**config.mk**
```make
export PLATFORM = sky130hd
export DESIGN_NAME = mod_counter_hex_flat
export DESIGN_NICKNAME = d
export VERILOG_FILES = /design/src/rtl/mod_counter_hex_if.sv /design/src/rtl/mod_counter_hex.sv /design/src/flat_wrapper.sv
export SDC_FILE = /design/constraint.sdc
export NUM_CORES = 1
export LEC_CHECK = 0
export ABC_AREA = 0
export ABC_CLOCK_PERIOD_IN_PS = 2480
export BUFFER_PORTS_ARGS = -buffer_cell sky130_fd_sc_hd__buf_2
export CAP_MARGIN = 10
export CORE_UTILIZATION = 54
export CTS_BUF_LIST = sky130_fd_sc_hd__clkbuf_4
export DETAILED_ROUTE_END_ITERATION = 12
export GPL_TIMING_DRIVEN = 0
export PLACE_DENSITY = 0.86
export SLEW_MARGIN = 30
export SYNTH_ARGS = -nofsm -noshare
export SYNTH_HDL_FRONTEND = slang
export SYNTH_SLANG_ARGS = --single-unit
```
**constraint.sdc**
```tcl
create_clock -name clock -period 2.48 [get_ports clock]
set_input_delay 0.248 -clock clock [delete_from_list [all_inputs] [get_ports clock]]
set_output_delay 0.248 -clock clock [all_outputs]
set_load 0.1 [all_outputs]
```
**src/rtl/mod_counter_hex_if.sv**
```systemverilog
// mod_counter_hex_if
//   Groups the control inputs and display/status outputs of the
//   modulo-N HEX counter so the board top can hand one bundle around.
//   master : board side (drives enable/up_down/load/load_value,
//            observes count/tc/overflow/hex_out)
//   slave  : counter side (the reverse)
//   WIDTH must match the counter's WIDTH parameter; hex_out carries
//   7 active-low segment bits per 4-bit nibble of count.
interface mod_counter_hex_if #(
  parameter int WIDTH = 8
);
  logic                   enable;
  logic                   up_down;
  logic                   load;
  logic [WIDTH-1:0]       load_value;
  logic [WIDTH-1:0]       count;
  logic                   tc;
  logic                   overflow;
  logic [7*WIDTH/4-1:0]   hex_out;

  modport master (
    output enable, up_down, load, load_value,
    input  count, tc, overflow, hex_out
  );

  modport slave (
    input  enable, up_down, load, load_value,
    output count, tc, overflow, hex_out
  );
endinterface

```
**src/rtl/mod_counter_hex.sv**
```systemverilog
// mod_counter_hex
//   Modulo-N up/down counter with prescaler, synchronous load (clamped to
//   the modulus), wrap or saturate at the boundary, a one-cycle terminal
//   count pulse, a sticky overflow flag and one active-low 7-segment digit
//   per nibble of the count.
// Ports
//   clock : rising-edge clock
//   clear : asynchronous reset, active-high
//   bus   : mod_counter_hex_if.slave
//           enable, up_down, load, load_value in;
//           count, tc, overflow, hex_out out
// Parameters
//   WIDTH (multiple of 4), MODULUS (2..2**WIDTH), DIV (>=1), SATURATE (0/1)
module mod_counter_hex #(
  parameter int WIDTH    = 8,
  parameter int MODULUS  = 256,
  parameter int DIV      = 1,
  parameter int SATURATE = 0
) (
  input  logic              clock,
  input  logic              clear,
  mod_counter_hex_if.slave  bus
);

  localparam int NDIG = WIDTH / 4;
  localparam int PW   = (DIV > 1) ? $clog2(DIV) : 1;

  localparam logic [WIDTH-1:0] MAX_COUNT = WIDTH'(MODULUS - 1);
  localparam logic [WIDTH:0]   MOD_EXT   = (WIDTH + 1)'(MODULUS);
  localparam logic [PW-1:0]    PRESC_TOP = PW'(DIV - 1);
  localparam bit               WRAP      = (SATURATE == 0);

  logic [WIDTH-1:0]  count_q, count_d;
  logic [PW-1:0]     presc_q, presc_d;
  logic              tc_q, tc_d;
  logic              ovf_q, ovf_d;
  logic              tick;
  logic [WIDTH-1:0]  load_clamped;
  logic [7*NDIG-1:0] hex_w;

  // Prescaler is a down-counter reloaded with DIV-1; reaching zero while
  // enabled is the terminal count. Equivalent to an up-counter 0..DIV-1,
  // so the first tick after clear/load still lands DIV enabled edges later.
  assign tick = bus.enable && (presc_q == '0);

  assign load_clamped = ({1'b0, bus.load_value} >= MOD_EXT) ? MAX_COUNT
                                                            : bus.load_value;

  always_comb begin
    count_d = count_q;
    presc_d = presc_q;
    tc_d    = 1'b0;
    ovf_d   = ovf_q;
    if (bus.load) begin
      count_d = load_clamped;
      presc_d = PRESC_TOP;
      ovf_d   = 1'b0;
    end else if (tick) begin
      presc_d = PRESC_TOP;
      if (bus.up_down) begin
        if (count_q == MAX_COUNT) begin
          tc_d  = 1'b1;
          ovf_d = 1'b1;
          if (WRAP) count_d = '0;
        end else begin
          count_d = count_q + WIDTH'(1);
        end
      end else begin
        if (count_q == '0) begin
          tc_d  = 1'b1;
          ovf_d = 1'b1;
          if (WRAP) count_d = MAX_COUNT;
        end else begin
          count_d = count_q - WIDTH'(1);
        end
      end
    end else if (bus.enable) begin
      presc_d = presc_q - PW'(1);
    end
  end

  always_ff @(posedge clock or posedge clear) begin
    if (clear) begin
      count_q <= '0;
      presc_q <= PRESC_TOP;
      tc_q    <= 1'b0;
      ovf_q   <= 1'b0;
    end else begin
      count_q <= count_d;
      presc_q <= presc_d;
      tc_q    <= tc_d;
      ovf_q   <= ovf_d;
    end
  end

  // Segment order bit0=a .. bit6=g, active-low.
  function automatic logic [6:0] seg7(input logic [3:0] nib);
    logic [6:0] s;
    case (nib)
      4'h0: s = 7'b1000000;
      4'h1: s = 7'b1111001;
      4'h2: s = 7'b0100100;
      4'h3: s = 7'b0110000;
      4'h4: s = 7'b0011001;
      4'h5: s = 7'b0010010;
      4'h6: s = 7'b0000010;
      4'h7: s = 7'b1111000;
      4'h8: s = 7'b0000000;
      4'h9: s = 7'b0010000;
      4'hA: s = 7'b0001000;
      4'hB: s = 7'b0000011;
      4'hC: s = 7'b1000110;
      4'hD: s = 7'b0100001;
      4'hE: s = 7'b0000110;
      default: s = 7'b0001110;
    endcase
    return s;
  endfunction

  always_comb begin
    hex_w = '0;
    for (int d = 0; d < NDIG; d++) begin
      hex_w[7*d +: 7] = seg7(count_q[4*d +: 4]);
    end
  end

  assign bus.count    = count_q;
  assign bus.tc       = tc_q;
  assign bus.overflow = ovf_q;
  assign bus.hex_out  = hex_w;

endmodule
```
**src/flat_wrapper.sv**
```systemverilog
// flat-port wrapper written by rule: the top's interface ports become plain ports
module mod_counter_hex_flat 
#(
  parameter int WIDTH    = 8,
  parameter int MODULUS  = 256,
  parameter int DIV      = 1,
  parameter int SATURATE = 0
)
  (clock, clear, bus_enable, bus_up_down, bus_load, bus_load_value, bus_count, bus_tc, bus_overflow, bus_hex_out);
  mod_counter_hex_if #(.WIDTH(WIDTH)) bus_i ();
  input  logic clock;
  input  logic clear;
  input wire logic [$bits(bus_i.enable)-1:0] bus_enable;
  input wire logic [$bits(bus_i.up_down)-1:0] bus_up_down;
  input wire logic [$bits(bus_i.load)-1:0] bus_load;
  input wire logic [$bits(bus_i.load_value)-1:0] bus_load_value;
  output wire logic [$bits(bus_i.count)-1:0] bus_count;
  output wire logic [$bits(bus_i.tc)-1:0] bus_tc;
  output wire logic [$bits(bus_i.overflow)-1:0] bus_overflow;
  output wire logic [$bits(bus_i.hex_out)-1:0] bus_hex_out;
  assign bus_i.enable = bus_enable;
  assign bus_i.up_down = bus_up_down;
  assign bus_i.load = bus_load;
  assign bus_i.load_value = bus_load_value;
  assign bus_count = bus_i.count;
  assign bus_tc = bus_i.tc;
  assign bus_overflow = bus_i.overflow;
  assign bus_hex_out = bus_i.hex_out;
  mod_counter_hex #(.WIDTH(WIDTH), .MODULUS(MODULUS), .DIV(DIV), .SATURATE(SATURATE)) u_core (.clock(clock), .clear(clear), .bus(bus_i));
endmodule
```
* Yosys cells after proc, flatten, opt, wreduce, memory -nomap -nowiden *
Memories as Yosys holds them, arrays and structs flattened.
Cells that the tools add are included.

cells by class
  equal/unequal tests = 2
  $add $sub $neg = 3
  bitwise logic cells = 1
  reduce and logical (&&, ||, !) cells = 6
  muxes and demuxes = 18

operator list
  operator                                                             count
  8-bit two-way mux                                                    5
  1-bit two-way mux                                                    13
  8-bit by 1-bit adder with 8-bit output (second input constant)       1
  8-bit equality test (second input constant)                          1
  8-bit zero test                                                      1
  8-bit by 1-bit subtractor with 8-bit output (second input constant)  1
  3-bit nonzero test                                                   2
  3-bit by 1-bit != test with 1-bit output (second input constant)     1
  3-bit AND reduction                                                  1
  2-bit nonzero test                                                   1
  1-bit logical AND                                                    1
  1-bit NOT                                                            1
  1-bit subtractor (second input constant)                             1

storage, ports and cells
  bits of input ports = 13
  memory bits (read-only) = 224
  register bits after elaboration = 11
  memories kept = 2
  logic and storage cells = 36
  output and inout bits = 24

memories
  name             words  width  rd ports  clocked after memory_dff  wr ports  line                   source
  (no name shown)  16     7      1         0                         0         mod_counter_hex.sv:99  case (nib)
  (no name shown)  16     7      1         0                         0         mod_counter_hex.sv:99

* Logic depth before layout (Yosys ltp) *
  depth in word-level cells = 5
  depth in mapped cells = 7
  mapped depth without buffers = 6

* Worst setup path before layout *
No wires, ideal clock.

  path type = register -> output
  start point = register u_core.count_q[2], in the netlist u_core.bus.count[2]
  end point = output port bus_hex_out[4]
  required time = 2.232 ns
  setup slack = -1.635 ns
  cell stages (with the launch flop) = 6
  data arrival time = 3.867 ns
  path buffers = 3
  path through = dfrtp_1 buf_4 clkbuf_1 buf_2 o21ai_0 o21ai_0

on the way
  longest elaborated chain between the ends = 1

ends and longest elaborated chain
  element                 line                   source
  from (decl)             mod_counter_hex.sv:33  logic [WIDTH-1:0] count_q, count_d;
  from (signal assigned)  mod_counter_hex.sv:89  count_q <= count_d;
  memory 16 x 7 bit       --
  to (decl)               flat_wrapper.sv:20     output wire logic [$bits(bus_i.hex_out)-1:0] bus_hex_out;

Every way passes these cells.

* Worst setup path in the final report *
  start point = register u_core.count_q[6], in the netlist u_core.bus.count[6]
  end point = output port bus_hex_out[11]

Same word-level chain as after synthesis.

==> reports/metrics.yaml <==
run_status:
  status: "finished, final reports clean"
route:
  drc: 0
  ant_nets: 0
  drtIter0Drc: 56
  totalWireLength_mm: 3.84
  routed_via_density: 6.29
  wl_met3_um: 328
  vias: 1584
  wl_per_cell_um: 15.3
  met1_length_mm: 1.62
  wl_met2_mm: 1.83
  maxUsedRoutingLayer: "met4"
  first_pass_iters: 4
worst_setup_path:
  path_class: "reg -> out"
  timing.rr.end: "u_core.bus.count[6]"
  start_kind: "flip-flop"
  cp-startpoint: "u_core.bus.count[6]"
  r2r-start: "u_core.bus.count[0]"
  worstPathArrival_ns: 2.16
  reg2reg_depth: 7
  critPathRequiredTime_ns: 2.23
  crit_path_end_kind: "output pin"
  r2r_setup_slack_ns: 0.34
  cp_max_fo: 10
  crit_end: "bus_hex_out[11]"
power_and_ir_drop:
  total_power_mw: 1.30
  leakage_nw: 0.750
  vdd_ir_drop_max_uv: 617
  p_per_area_nw_per_um2: 723
global_route:
  grt_use_total_pct: 31.1
  grt_max_degree: 12
  grt_pass1_vias: 1452
  grt_first_pass_wirelength_mm: 6.30
  antenna_found_initial: 0
  grt-ovfl-total: 0
synthesis:
  netlist_instances: 184
  netlist-cell-type-count: 48
  synth_commonest_cells: "20 x nand2_1, 19 x o21ai_0, 12 x ha_1, 11 x dfrtp_1, 10 x a21oi_1"
  synth_flop_cell: "dfrtp_1"
  async_reset_ff_share_pct: 100
  yosysMostFrequentCell: "nand2_1"
  synth.avg_cell_area_um2: 7.34
  synth_area_leader_cell: "dfrtp_1"
  synth_edf_count: 0
  synthesis.nets: 209
  ys_seq_area_share_pct: 20.4
  yosysTopAreaCellShare_pct: 20.4
  synth.area.top_cells: "dfrtp_1 20%, ha_1 11%, o21ai_0 7.0%"
  synth_warnings: 0
  yosys_register_bits: 11
  syn_area_um2: 1350
floorplanning:
  dieArea_um2: 2700
  start_util_pct: 59.3
  coreArea_um2: 2280
  die_h_um: 52
  rows: 17
  io_pins: 37
  die_w_um: 52
cts:
  clock-sinks: 11
  cts_max_path_buffers: 2
  ctsRootBufferMaster: "clkbuf_4"
  cts_tree: "yes"
  worstSkewPairLatency_ns: 0.28
  clk_pin_slew_ns: 0.08
  htree_num_levels: 1
  cts_made_buffers: 3
final_layout:
  n_antenna_cell: 0
  final-seq-area_um2: 285
  multi_input_area_um2: 1130
  area_growth_pct: 32.9
  drive_gt1_share_pct: 33.0
  nFillCells: 169
  layout.nets: 250
  instances_no_fill: 252
timing:
  rsz0062_at_grt: "yes"
  min_period_over_period_pct: 97.1
  final_max_slew_viol_count: 0
  slew-limit-headroom_pct: 67.6
  tns_ns: 0
  post-route-min-period_ns: 2.41
  clock_skew_ns: 0.00110
  fmax_mhz: 415
  worst_pin_slew_ns: 0.483
  setup_viol_count_final: 0
  hold_viol_final: 0
placed_design:
  hpwl_mm: 2.90
  dp.cells: 248
  port_buffers: 36
  gp_congestion: 0.952
run:
  drv_cap: 0
worst_hold_path:
  worstHoldPathType: "in -> reg"
==> how the worst min path moves through the flow <==
stage	endpoint	from	depth (start not counted)	slack [ns]
2_1_floorplan	u_core.bus.overflow	clear	1	0.1
3_3_place_gp	u_core.presc_q	clear	2	0.25
3_5_place_dp	u_core.presc_q	clear	2	0.28
4_1_cts	u_core.presc_q	bus_enable	2	0.15
5_1_grt	u_core.presc_q	bus_enable	2	0.16
6_report	u_core.presc_q	bus_enable	2	0.16
==> state kept, by name, indices dropped and copies added, names as in the netlist <==
register	flops
u_core.presc_q	1
u_core.bus.tc	1
u_core.bus.overflow	1
u_core.bus.count	8
==> where the power goes <==
part	leakage, nW	total, mW	internal, mW	switching [mW]
Clock	0.0184	0.142	0.0734	0.0691
Sequential	0.128	0.226	0.197	0.0284
Combinational	0.603	0.929	0.212	0.717
==> critical path, stage by stage, from the launching register on <==
cell and delay (ns):
dfrtp_2 0.43, buf_1 0.36, buf_1 0.37, o21ai_0 0.22
o21ai_4 0.16, clkbuf_4 0.34
==> stage by stage <==
stage | setup slack [ns] | utilization [%] | area, um^2 | hold slack (ns)
2_1_floorplan | -0.159 | - | 1510 | 0.0999
3_3_place_gp | 0.125 | 75.6 | 1720 | 0.254
3_5_place_dp | 0.0755 | 75.6 | 1720 | 0.282
4_1_cts | 0.00414 | 77.5 | 1760 | 0.148
5_1_grt | -0.00766 | 78.8 | 1790 | 0.163
6_report | 0.0715 | 78.8 | 1790 | 0.157
==> cell families (layout without fill, tap and decap cells) <==
logic type / Yosys count / in the layout / share of synthesized area, %
and+or+nand+nor: 71 / 71 / 28.5
AOI/OAI and AO/OA: 61 / 61 / 29.1
buffers and inverters: 24 / 64 / 7.32
adders and majority gates: 12 / 12 / 11.1
DFF: 11 / 11 / 20.4
muxes: 3 / 3 / 2.32
xor gates and xnor gates: 2 / 2 / 1.30
==> layout make-up <==
| type | count | area share, % |
|---|---|---|
| multi-input cells | 149 | 62.8 |
| flip-flops and latches | 11 | 15.9 |
| plain buffers | 13 | 3.35 |
| repair buffers | 37 | 12.3 |
| clock buffers | 4 | 1.67 |
| well taps | 28 | 1.95 |
| inverters | 10 | 2.09 |
==> routing by layer <==
layer | vias up | GRT usage [%]
met5 | - | 0
met4 | 0 | 10.4
met3 | 10 | 5.56
met2 | 95 | 52.4
met1 | 716 | 39.4
li1 | 763 | -
==> repair_timing <==
action	in CTS	in global routing
hold endpoints to repair	11	0
setup endpoints to repair	4	11
pin swaps	0	0
resized for setup	1	14
hold buffers	1	0
buffers inserted	0	0
==> cell usage in the layout, fill, tap and decap left out, drive strengths merged, types with 2 or more instances in the layout <==
cell,n
o211ai,4
nand3b,2
nand4,5
nand3,8
inv,10
dfrtp,11
a21oi,10
nor3b,2
nand2b,5
o21a,3
nor3,5
or3,3
a211oi,6
and2,2
o31ai,3
mux2i,2
o21ai,19
a31oi,5
ha,12
nor2b,5
nand2,20
buf,32
nor2,8
clkbuf,21
(Power assumes the default switching activity.)
